**src/rtl/zeta_addr_sched_pkg.sv**
```systemverilog
// Shared sizing constants and status-FSM encoding for the zeta ROM address scheduler.
package zeta_addr_sched_pkg;

  localparam int NTT_STAGE_CNT = 8;
  localparam int NTT_STAGE_LAT = 2;
  localparam int ZETA_BEATS    = 2 ** (NTT_STAGE_CNT - 2);
  localparam int ZETA_ADDR_W   = NTT_STAGE_CNT - 1;

  typedef enum logic [1:0] {
    ST_IDLE,
    ST_RUN,
    ST_DRAIN
  } sched_state_e;

endpackage

```
**src/rtl/zeta_addr_sched_if.sv**
```systemverilog
// Beat input and per-stage ROM address/status bundle between datapath control and the scheduler.
interface zeta_addr_sched_if #(
  parameter int STAGE_CNT = zeta_addr_sched_pkg::NTT_STAGE_CNT
);
  localparam int AW = STAGE_CNT - 1;

  logic                                 in_valid;
  logic                                 in_inv;
  logic [1:0][STAGE_CNT-2:0][AW-1:0]    rom_addr;
  logic [STAGE_CNT-2:0]                 stage_valid;
  logic                                 busy;
  logic                                 frame_done;

  modport master (
    output in_valid, in_inv,
    input  rom_addr, stage_valid, busy, frame_done
  );

  modport slave (
    input  in_valid, in_inv,
    output rom_addr, stage_valid, busy, frame_done
  );

endinterface

```
**src/rtl/zeta_stage_cnt.sv**
```systemverilog
// One stage's beat counter, frame mode and registered two-lane twiddle addresses.
module zeta_stage_cnt
  import zeta_addr_sched_pkg::*;
#(
  parameter int STAGE     = 1,
  parameter int STAGE_CNT = NTT_STAGE_CNT,
  localparam int AW       = STAGE_CNT - 1
) (
  input  logic          clk,
  input  logic          rst_n,
  input  logic          i_valid,
  input  logic          i_mode,
  output logic [AW-1:0] o_addr0,
  output logic [AW-1:0] o_addr1,
  output logic          o_valid,
  output logic          o_last
);

  localparam int KW = STAGE_CNT - 2;
  localparam int SH = AW - STAGE;
  localparam logic [AW-1:0] MASK = AW'((2 ** STAGE) - 1);

  logic [KW-1:0] r_k;
  logic          r_mode;
  logic [AW-1:0] r_addr0;
  logic [AW-1:0] r_addr1;
  logic          r_valid;
  logic          r_last;
  logic          w_mode;
  logic [AW-1:0] w_idx0;
  logic [AW-1:0] w_idx1;

  // Mode travels with beat 0 only; later beats reuse the latched value.
  always_comb begin
    w_mode = (r_k == '0) ? i_mode : r_mode;
    w_idx0 = {r_k, 1'b0} >> SH;
    w_idx1 = {r_k, 1'b1} >> SH;
  end

  always_ff @(posedge clk or negedge rst_n) begin
    if (!rst_n) begin
      r_k     <= '0;
      r_mode  <= 1'b0;
      r_addr0 <= '0;
      r_addr1 <= '0;
      r_valid <= 1'b0;
      r_last  <= 1'b0;
    end else begin
      r_valid <= i_valid;
      r_last  <= i_valid && (r_k == '1);
      if (i_valid) begin
        r_k     <= r_k + 1'b1;
        r_mode  <= w_mode;
        r_addr0 <= w_mode ? (w_idx0 ^ MASK) : w_idx0;
        r_addr1 <= w_mode ? (w_idx1 ^ MASK) : w_idx1;
      end
    end
  end

  assign o_addr0 = r_addr0;
  assign o_addr1 = r_addr1;
  assign o_valid = r_valid;
  assign o_last  = r_last;

endmodule

```
**src/rtl/zeta_addr_sched.sv**
```systemverilog
// Zeta ROM address scheduler: delays the beat stream per stage and tracks frame status.
module zeta_addr_sched
  import zeta_addr_sched_pkg::*;
#(
  parameter int STAGE_CNT = NTT_STAGE_CNT,
  parameter int STAGE_LAT = NTT_STAGE_LAT
) (
  input  logic               clk,
  input  logic               rst_n,
  zeta_addr_sched_if.slave   bus
);

  localparam int AW = STAGE_CNT - 1;
  localparam int KW = STAGE_CNT - 2;
  localparam int DL = (STAGE_CNT - 2) * STAGE_LAT + 1;

  logic [KW-1:0]                      r_kin;
  logic                               r_fmode;
  logic [DL-2:0]                      r_dv;
  logic [DL-2:0]                      r_dm;
  logic                               w_mode_in;
  logic [DL-1:0]                      w_vtap;
  logic [DL-1:0]                      w_mtap;
  logic [AW-1:0]                      w_addr0 [STAGE_CNT-1];
  logic [AW-1:0]                      w_addr1 [STAGE_CNT-1];
  logic [STAGE_CNT-2:0]               w_sv;
  logic [STAGE_CNT-2:0]               w_last;
  logic [1:0][STAGE_CNT-2:0][AW-1:0]  w_rom;
  sched_state_e                       r_state;
  sched_state_e                       w_state_nxt;
  logic                               r_busy;

  assign w_mode_in = (r_kin == '0) ? bus.in_inv : r_fmode;
  // Tap 0 is the live input; stage j+1 reads tap j*STAGE_LAT.
  assign w_vtap = {r_dv, bus.in_valid};
  assign w_mtap = {r_dm, w_mode_in};

  always_ff @(posedge clk or negedge rst_n) begin
    if (!rst_n) begin
      r_kin   <= '0;
      r_fmode <= 1'b0;
      r_dv    <= '0;
      r_dm    <= '0;
    end else begin
      r_dv <= w_vtap[DL-2:0];
      r_dm <= w_mtap[DL-2:0];
      if (bus.in_valid) begin
        r_kin <= r_kin + 1'b1;
        if (r_kin == '0) r_fmode <= bus.in_inv;
      end
    end
  end

  for (genvar j = 0; j < STAGE_CNT - 1; j++) begin : g_stage
    zeta_stage_cnt #(
      .STAGE     (j + 1),
      .STAGE_CNT (STAGE_CNT)
    ) u_stage (
      .clk     (clk),
      .rst_n   (rst_n),
      .i_valid (w_vtap[j*STAGE_LAT]),
      .i_mode  (w_mtap[j*STAGE_LAT]),
      .o_addr0 (w_addr0[j]),
      .o_addr1 (w_addr1[j]),
      .o_valid (w_sv[j]),
      .o_last  (w_last[j])
    );
  end

  always_comb begin
    w_rom = '0;
    for (int unsigned j = 0; j < STAGE_CNT - 1; j++) begin
      w_rom[0][j] = w_addr0[j];
      w_rom[1][j] = w_addr1[j];
    end
  end

  // Idle only once the final stage closes a frame and no earlier beat is still travelling.
  always_comb begin
    w_state_nxt = r_state;
    unique case (r_state)
      ST_IDLE:  if (bus.in_valid) w_state_nxt = ST_RUN;
      ST_RUN:   if ((r_kin == '0) && !bus.in_valid) w_state_nxt = ST_DRAIN;
      ST_DRAIN: begin
        if (bus.in_valid)
          w_state_nxt = ST_RUN;
        else if (w_last[STAGE_CNT-2] && !(|r_dv) && !(|w_last[STAGE_CNT-3:0]))
          w_state_nxt = ST_IDLE;
      end
      default:  w_state_nxt = ST_IDLE;
    endcase
  end

  always_ff @(posedge clk or negedge rst_n) begin
    if (!rst_n) begin
      r_state <= ST_IDLE;
      r_busy  <= 1'b0;
    end else begin
      r_state <= w_state_nxt;
      r_busy  <= (w_state_nxt != ST_IDLE);
    end
  end

  assign bus.rom_addr    = w_rom;
  assign bus.stage_valid = w_sv;
  assign bus.frame_done  = w_last[STAGE_CNT-2];
  assign bus.busy        = r_busy;

endmodule

```
**src/flat_wrapper.sv**
```systemverilog
// flat-port wrapper written by rule: the top's interface ports become plain ports
module zeta_addr_sched_flat import zeta_addr_sched_pkg::*;
#(
  parameter int STAGE_CNT = NTT_STAGE_CNT,
  parameter int STAGE_LAT = NTT_STAGE_LAT
)
  (clk, rst_n, bus_in_valid, bus_in_inv, bus_rom_addr, bus_stage_valid, bus_busy, bus_frame_done);
  zeta_addr_sched_if #(.STAGE_CNT(STAGE_CNT)) bus_i ();
  input  logic clk;
  input  logic rst_n;
  input wire logic [$bits(bus_i.in_valid)-1:0] bus_in_valid;
  input wire logic [$bits(bus_i.in_inv)-1:0] bus_in_inv;
  output wire logic [$bits(bus_i.rom_addr)-1:0] bus_rom_addr;
  output wire logic [$bits(bus_i.stage_valid)-1:0] bus_stage_valid;
  output wire logic [$bits(bus_i.busy)-1:0] bus_busy;
  output wire logic [$bits(bus_i.frame_done)-1:0] bus_frame_done;
  assign bus_i.in_valid = bus_in_valid;
  assign bus_i.in_inv = bus_in_inv;
  assign bus_rom_addr = bus_i.rom_addr;
  assign bus_stage_valid = bus_i.stage_valid;
  assign bus_busy = bus_i.busy;
  assign bus_frame_done = bus_i.frame_done;
  zeta_addr_sched #(.STAGE_CNT(STAGE_CNT), .STAGE_LAT(STAGE_LAT)) u_core (.clk(clk), .rst_n(rst_n), .bus(bus_i));
endmodule
```
**config.mk**
```make
export PLATFORM = sky130hd
export DESIGN_NAME = zeta_addr_sched_flat
export DESIGN_NICKNAME = d
export VERILOG_FILES = /design/src/rtl/zeta_addr_sched_pkg.sv /design/src/rtl/zeta_addr_sched_if.sv /design/src/rtl/zeta_stage_cnt.sv /design/src/rtl/zeta_addr_sched.sv /design/src/flat_wrapper.sv
export SDC_FILE = /design/constraint.sdc
export NUM_CORES = 1
export LEC_CHECK = 0
export ABC_AREA = 1
export BUFFER_PORTS_ARGS = -buffer_cell sky130_fd_sc_hd__buf_2
export CORE_UTILIZATION = 50
export DETAILED_ROUTE_END_ITERATION = 7
export GPL_TIMING_DRIVEN = 0
export PLACE_DENSITY = 0.85
export SYNTH_ARGS = -nofsm -noshare
export SYNTH_HDL_FRONTEND = slang
export SYNTH_HIERARCHICAL = 1
export SYNTH_SLANG_ARGS = --single-unit
```
**constraint.sdc**
```tcl
create_clock -name clk -period 1.7 [get_ports clk]
set_input_delay 0.17 -clock clk [delete_from_list [all_inputs] [get_ports clk]]
set_output_delay 0.17 -clock clk [all_outputs]
set_load 0.1 [all_outputs]
```
Word level (Yosys, flattened, before mapping)

Cells that the tools add are included.

Add/subtract/negate cells: 8
Eq/ne operators: 9
Muxes and demuxes: 21
Bitwise gates (word level): 8
Reductions and logical operators: 25

Operators by type and width:

| kind                  | number |
|---|---|
| $add A6 B1 Y6 const B | 8 |
| $logic_not A6 Y1      | 8 |
| $eq A6 B6 Y1 const B  | 7 |
| $mux W7               | 2 |
| $not A7 Y7            | 2 |
| $reduce_or A12 Y1     | 1 |
| $logic_and A1 B1 Y1   | 10 |
| $mux W2               | 5 |
| $mux W1               | 9 |
| $mux W6               | 1 |
| $not A6 Y6            | 1 |
| $pmux W2 S3           | 1 |
| $reduce_or A6 Y1      | 1 |
| $mux W5               | 1 |
| $not A5 Y5            | 1 |
| $mux W4               | 1 |
| $not A4 Y4            | 1 |
| $logic_not A1 Y1      | 3 |
| $mux W3               | 1 |
| $not A3 Y3            | 1 |
| $eq A2 B1 Y1 const B  | 1 |
| $eq A2 B2 Y1 const B  | 1 |
| $logic_not A2 Y1      | 1 |
| $not A2 Y2            | 1 |
| other kinds (2)       | 2 |

Bits in registers: 153
Input port bits: 4
Logic and storage cells: 113

Depth between registers and ports, before layout

Depth in word-level cells: 8
Depth in mapped cells: 11
Mapped depth without buffers: 11

By module

The synthesis kept the hierarchy.

By module, submodules not included:

| module                                     | times used | cells an instance | area an instance (µm²) | seq. area each (µm²) |
|---|---|---|---|---|
| zeta_addr_sched                            | 1          | 94                | 1153.6                 | 850.8 |
| zeta_stage_cnt (u_core.g_stage[5].u_stage) | 1          | 91                | 838.3                  | 375.4 |
| zeta_stage_cnt (u_core.g_stage[6].u_stage) | 1          | 88                | 837.1                  | 400.4 |
| zeta_stage_cnt (u_core.g_stage[4].u_stage) | 1          | 89                | 804.5                  | 350.3 |
| zeta_stage_cnt (u_core.g_stage[3].u_stage) | 1          | 77                | 695.7                  | 325.3 |
| zeta_stage_cnt (u_core.g_stage[2].u_stage) | 1          | 74                | 661.9                  | 300.3 |
| zeta_stage_cnt (u_core.g_stage[1].u_stage) | 1          | 72                | 625.6                  | 275.3 |
| zeta_stage_cnt (u_core.g_stage[0].u_stage) | 1          | 63                | 585.6                  | 250.2 |

Worst setup path before layout

Ideal clock, no wire load.

Path kind: register to register
Start point: register u_core.g_stage[6].u_stage.r_last
End point: register u_core.r_busy (netlist: u_core/bus.busy)
Setup time: 128 ps
Arrival: 1391 ps
Data required time: 1572 ps
Setup slack: 180 ps
Stages on the path, launching flop included: 8
Path buffers: 0
Clock period less this slack: 1520 ps
Cell sequence: dfrtp_1 -> inv_1 -> nor2_1 -> nand2_1 -> nor2_1 -> nand3_1 -> nand2_1 -> nand3_1

Cells in the longest elaborated chain, start to end: 6

Ends and longest elaborated chain:

| what                              | line                   | RTL |
|---|---|---|
| from (decl)                       | zeta_stage_cnt.sv:28   | `logic r_last;` |
| from (signal assigned)            | zeta_stage_cnt.sv:50   | `r_last <= i_valid && (r_k == '1);` |
| $logic_and A1 B1 Y1 (2 in series) | zeta_addr_sched.sv:87  | `else if (w_last[STAGE_CNT-2] && !(\|r_dv) && !(\|w_last[STAGE_CNT-3:0]))` |
| $mux W2                           | zeta_addr_sched.sv:87  |  |
| $mux W2                           | zeta_addr_sched.sv:85  | `if (bus.in_valid)` |
| $pmux W2 S3                       | zeta_addr_sched.sv:81  | `unique case (r_state)` |
| $reduce_bool A2 Y1                | zeta_addr_sched.sv:100 | `r_busy <= (w_state_nxt != ST_IDLE);` |
| to (signal assigned)              | zeta_addr_sched.sv:100 |  |
| to (decl)                         | zeta_addr_sched.sv:31  | `logic r_busy;` |

Every way passes these cells.
A chain may end at the register's enable or synchronous reset.

Final worst setup path

Start point: register u_core.g_stage[6].u_stage.r_addr0[0]
End point: output bus_rom_addr[42]

RTL lines:

| what                   | line                 | RTL |
|---|---|---|
| from (decl)            | zeta_stage_cnt.sv:25 | `logic [AW-1:0] r_addr0;` |
| from (signal assigned) | zeta_stage_cnt.sv:54 | `r_addr0 <= w_mode ? (w_idx0 ^ MASK) : w_idx0;` |
| to (decl)              | flat_wrapper.sv:13   | `output wire logic [$bits(bus_i.rom_addr)-1:0] bus_rom_addr;` |

No word-level cell between the ends.

==> out/metrics.csv <==
stage,metric,value,unit
outcome,run_status,completed,
route,drtPass1Iterations,5,
floorplanning,start_util,51.4,%
yosys,yosysWarnings,6,
clock_network,clk_latency,0.41,ns
setup_path,cp-start-kind,flop,
grt,antenna_found_initial,0,
route,num_vias,4448,
clock_network,cts_tree,yes,
floorplanning,coreArea,12100,um2
yosys,ys_types,38,
yosys,syn-instance-count,648,
yosys,netlist_area,6200,um2
yosys,synthXorXnorAreaFrac,4.94,%
clock_network,cts_inserted_buffers,17,
grt,gr-total-overflow,0,
yosys,synth_top_family_by_area,simple AND/OR/NAND/NOR gates,
final_layout,drive_gt1_share,29.5,%
yosys,synth_flop_cell,dfrtp_1,
floorplanning,die_area,12900,um2
floorplanning,row_count,40,
floorplanning,chipHeight,113,um
route,antenna_left,0,
yosys,synth-seq-cells,125,
placed_design,place_congestion,0.850,
timing,slew_violations,0,
floorplanning,die_w,113,um
placed_design,hpwlAfterDp,7450,um
clock_network,htree_levels,4,
setup_path,worstSetupPathType,flop to output pin,
grt,grt_pass1_wl,19000,um
route,drt_iter0_markers,308,
clock_network,clkSinkCount,125,
timing,fin_crit,1.64,ns
floorplanning,io_pins,111,
final_layout,layout.nets,794,
route,wirelength,11400,um
grt,grt_pass1_vias,4131,
yosys,ys_seq_area_share,50.4,%
final_layout,fill_cells,938,
final_layout,syn2layout_area_growth,22.1,%
yosys,syn_avg_cell_area,9.57,um2
route,vias_per_cell,4.66,
timing,fmax,0.611,GHz
run,drv_cap,0,
final_layout,diodes,0,
placed_design,dpl.cell_count,921,
yosys,synthSimpleGateAreaFrac,24.2,%
timing,tns,0,ns
clock_network,cts-root-buf,clkbuf_16,
placed_design,placed_cell_area,6920,um2
final_layout,instances_no_fill,955,
clock_network,cts_setup_buffers,0,
yosys,synth_adder_area_share,3.23,%
yosys,synth_top_area_cell,dfrtp_1,
setup_path,end_kind,output pin,
min_path,holdCritPathClass,input pin to flop,
yosys,synth_area_leaders,"dfrtp_1, buf_4, nand2_1",
yosys,synth_top_cell_area_share,50.4,%
setup_path,worstPathRequired,1.53,ns
timing,fin_crit_sh,96.3,%
timing,finalSetupViolCount,0,
yosys,synth_edf_count,0,
clock_network,clk_path_buf_depth,2,
timing,rsz0062_at_grt,no,
final_layout,fin_util,62.8,%
timing,hold_violations,0,
yosys,synth_compound_area_share,2.20,%
clock_network,clkTransAtPathRegs,0.06,ns
placed_design,port_buffers,68,
grt,grt_max_degree,103,
final_layout,final_area,7570,um2
yosys,muxShareOfSynthArea,0,%
grt,grt_usage,19.2,%
setup_path,path_max_fanout,5,
setup_path,worstPathArrival,1.47,ns
timing,skew,0.00490,ns
yosys,async_reset_ff_share,100,%
route,routedWlPerCell,11.9,um
route,drcViolationCount,0,
[worst max-delay path, stage by stage, from the launching register on]
cell,delay [ns]
dfrtp_1,0.48
buf_4,0.15
buf_2,0.41
[sequential cells by signal, indices dropped and copies added, names as in the netlist]
signal and count:
u_core/g_stage.u_stage/r_k 42, u_core/g_stage.u_stage/o_last 7, u_core/r_fmode 1, u_core/r_dv 12
u_core/g_stage.u_stage/o_addr1 1, u_core/r_dm 12, u_core/bus.busy 1, u_core/g_stage.u_stage/r_mode 6
u_core/r_state 2, u_core/g_stage.u_stage/o_addr0 28, u_core/r_kin 6, u_core/g_stage.u_stage/o_valid 7
[through the flow]
| stage | hold slack, ns | worst slack [ns] |
|---|---|---|
| floorplan | -0.126 | 0.180 |
| detailed placement | 0.0401 | 0.134 |
| CTS | 0.119 | 0.0472 |
| global route | 0.159 | 0.00352 |
| finish | 0.151 | 0.0625 |
| global placement | 0.332 | -1.09 |
[final timing paths]
check | startpoint | cells after the start | slack [ns] | to
setup / recovery | u_core/g_stage[6].u_stage/o_addr0[0] | 2 | 0.06 | bus_rom_addr[42]
hold / removal | bus_in_inv | 4 | 0.15 | u_core/r_dm[0]
setup reg to reg | u_core/r_kin[0] | 11 | 0.13 | u_core/g_stage[0].u_stage/o_addr0[0]
hold reg to reg | u_core/r_dm[0] | 0 | 0.34 | u_core/r_dm[1]
max in group asynchronous | rst_n | 3 | 0.78 | u_core/g_stage[0].u_stage/r_k[0]
min in group asynchronous | rst_n | 2 | 0.17 | u_core/g_stage[5].u_stage/o_addr0[5]
[cells by family after synthesis]
| family | count (synthesis) |
|---|---|
| AND/OR/NAND/NOR | 281 |
| buffers and inverters | 159 |
| flip-flops | 125 |
| XOR/XNOR | 35 |
| AO/OA/AOI/OAI | 26 |
| adder cells (fa/ha/maj) | 16 |
| other | 6 |
[layer usage]
| layer | vias to the layer above | track usage, % | routed length, um |
|---|---|---|---|
| met5 | - | 0 | 0 |
| met4 | 0 | 7.02 | 186 |
| met3 | 22 | 6.27 | 507 |
| met2 | 128 | 32.7 | 5880 |
| met1 | 2101 | 22.7 | 4800 |
| li1 | 2197 | - | - |
[layout make-up]
type	count	area, um2	area share, %
sequential	125	3130	41.3
inverter	80	303	4.00
tap	168	210	2.78
buffer	79	606	8.00
clock inverter	10	163	2.15
multi-input combinational	400	2300	30.4
timing repair buffer	71	394	5.21
clock buffer	22	464	6.13
[layout by cell type (no fill, tap or decap), types with 2 or more instances in the layout]
cell type      netlist  layout
dfrtp_1            125     125
nand2_1            116     116
buf_4               73      73
nand3_1             72      72
inv_1               71      71
buf_2                2      69
conb_1               6      42
xor2_1              34      34
nor2_1              19      19
clkbuf_16            0      17
ha_1                16      16
nand4_1             15      15
o21ai_0             10      10
nor2_2               9       9
o21ai_1              9       9
inv_2                8       8
nor3_1               8       8
nor2_4               7       7
nand2_2              7       7
nor3_2               5       5
nand2_4              5       5
bufinv_16            0       4
buf_6                3       4
a21oi_1              4       4
nand3_2              4       4
clkbuf_8             1       3
clkbuf_1             0       3
nand4_4              3       3
nand3b_1             3       3
clkinv_4             0       2
clkinv_2             0       2
clkinvlp_4           0       2
dlygate4sd3_1        0       2
nor3_4               2       2
[repair_timing]
| action | CTS | global route |
|---|---|---|
| gates resized for setup | 0 | 1 |
| endpoints found under the hold margin | 25 | 0 |
| endpoints found under the setup margin | 0 | 2 |
| hold buffers | 2 | 0 |
[synthesized netlist by cell type, types with 2 or more instances]
master	number
buf_2	2
inv_2	8
ha_1	16
nand2_2	7
nand3b_1	3
nor3_1	8
nand3_2	4
a21oi_1	4
buf_4	73
nand2_1	116
xor2_1	34
nand2_4	5
nor3_4	2
nor2_4	7
nor2_1	19
o21ai_1	9
nor3_2	5
inv_1	71
nor2_2	9
nand4_4	3
nand3_1	72
nand4_1	15
o21ai_0	10
conb_1	6
buf_6	3
dfrtp_1	125
Power is not shown: default switching activity piles up to over one toggle a cycle in this logic, so the estimate is an artifact.
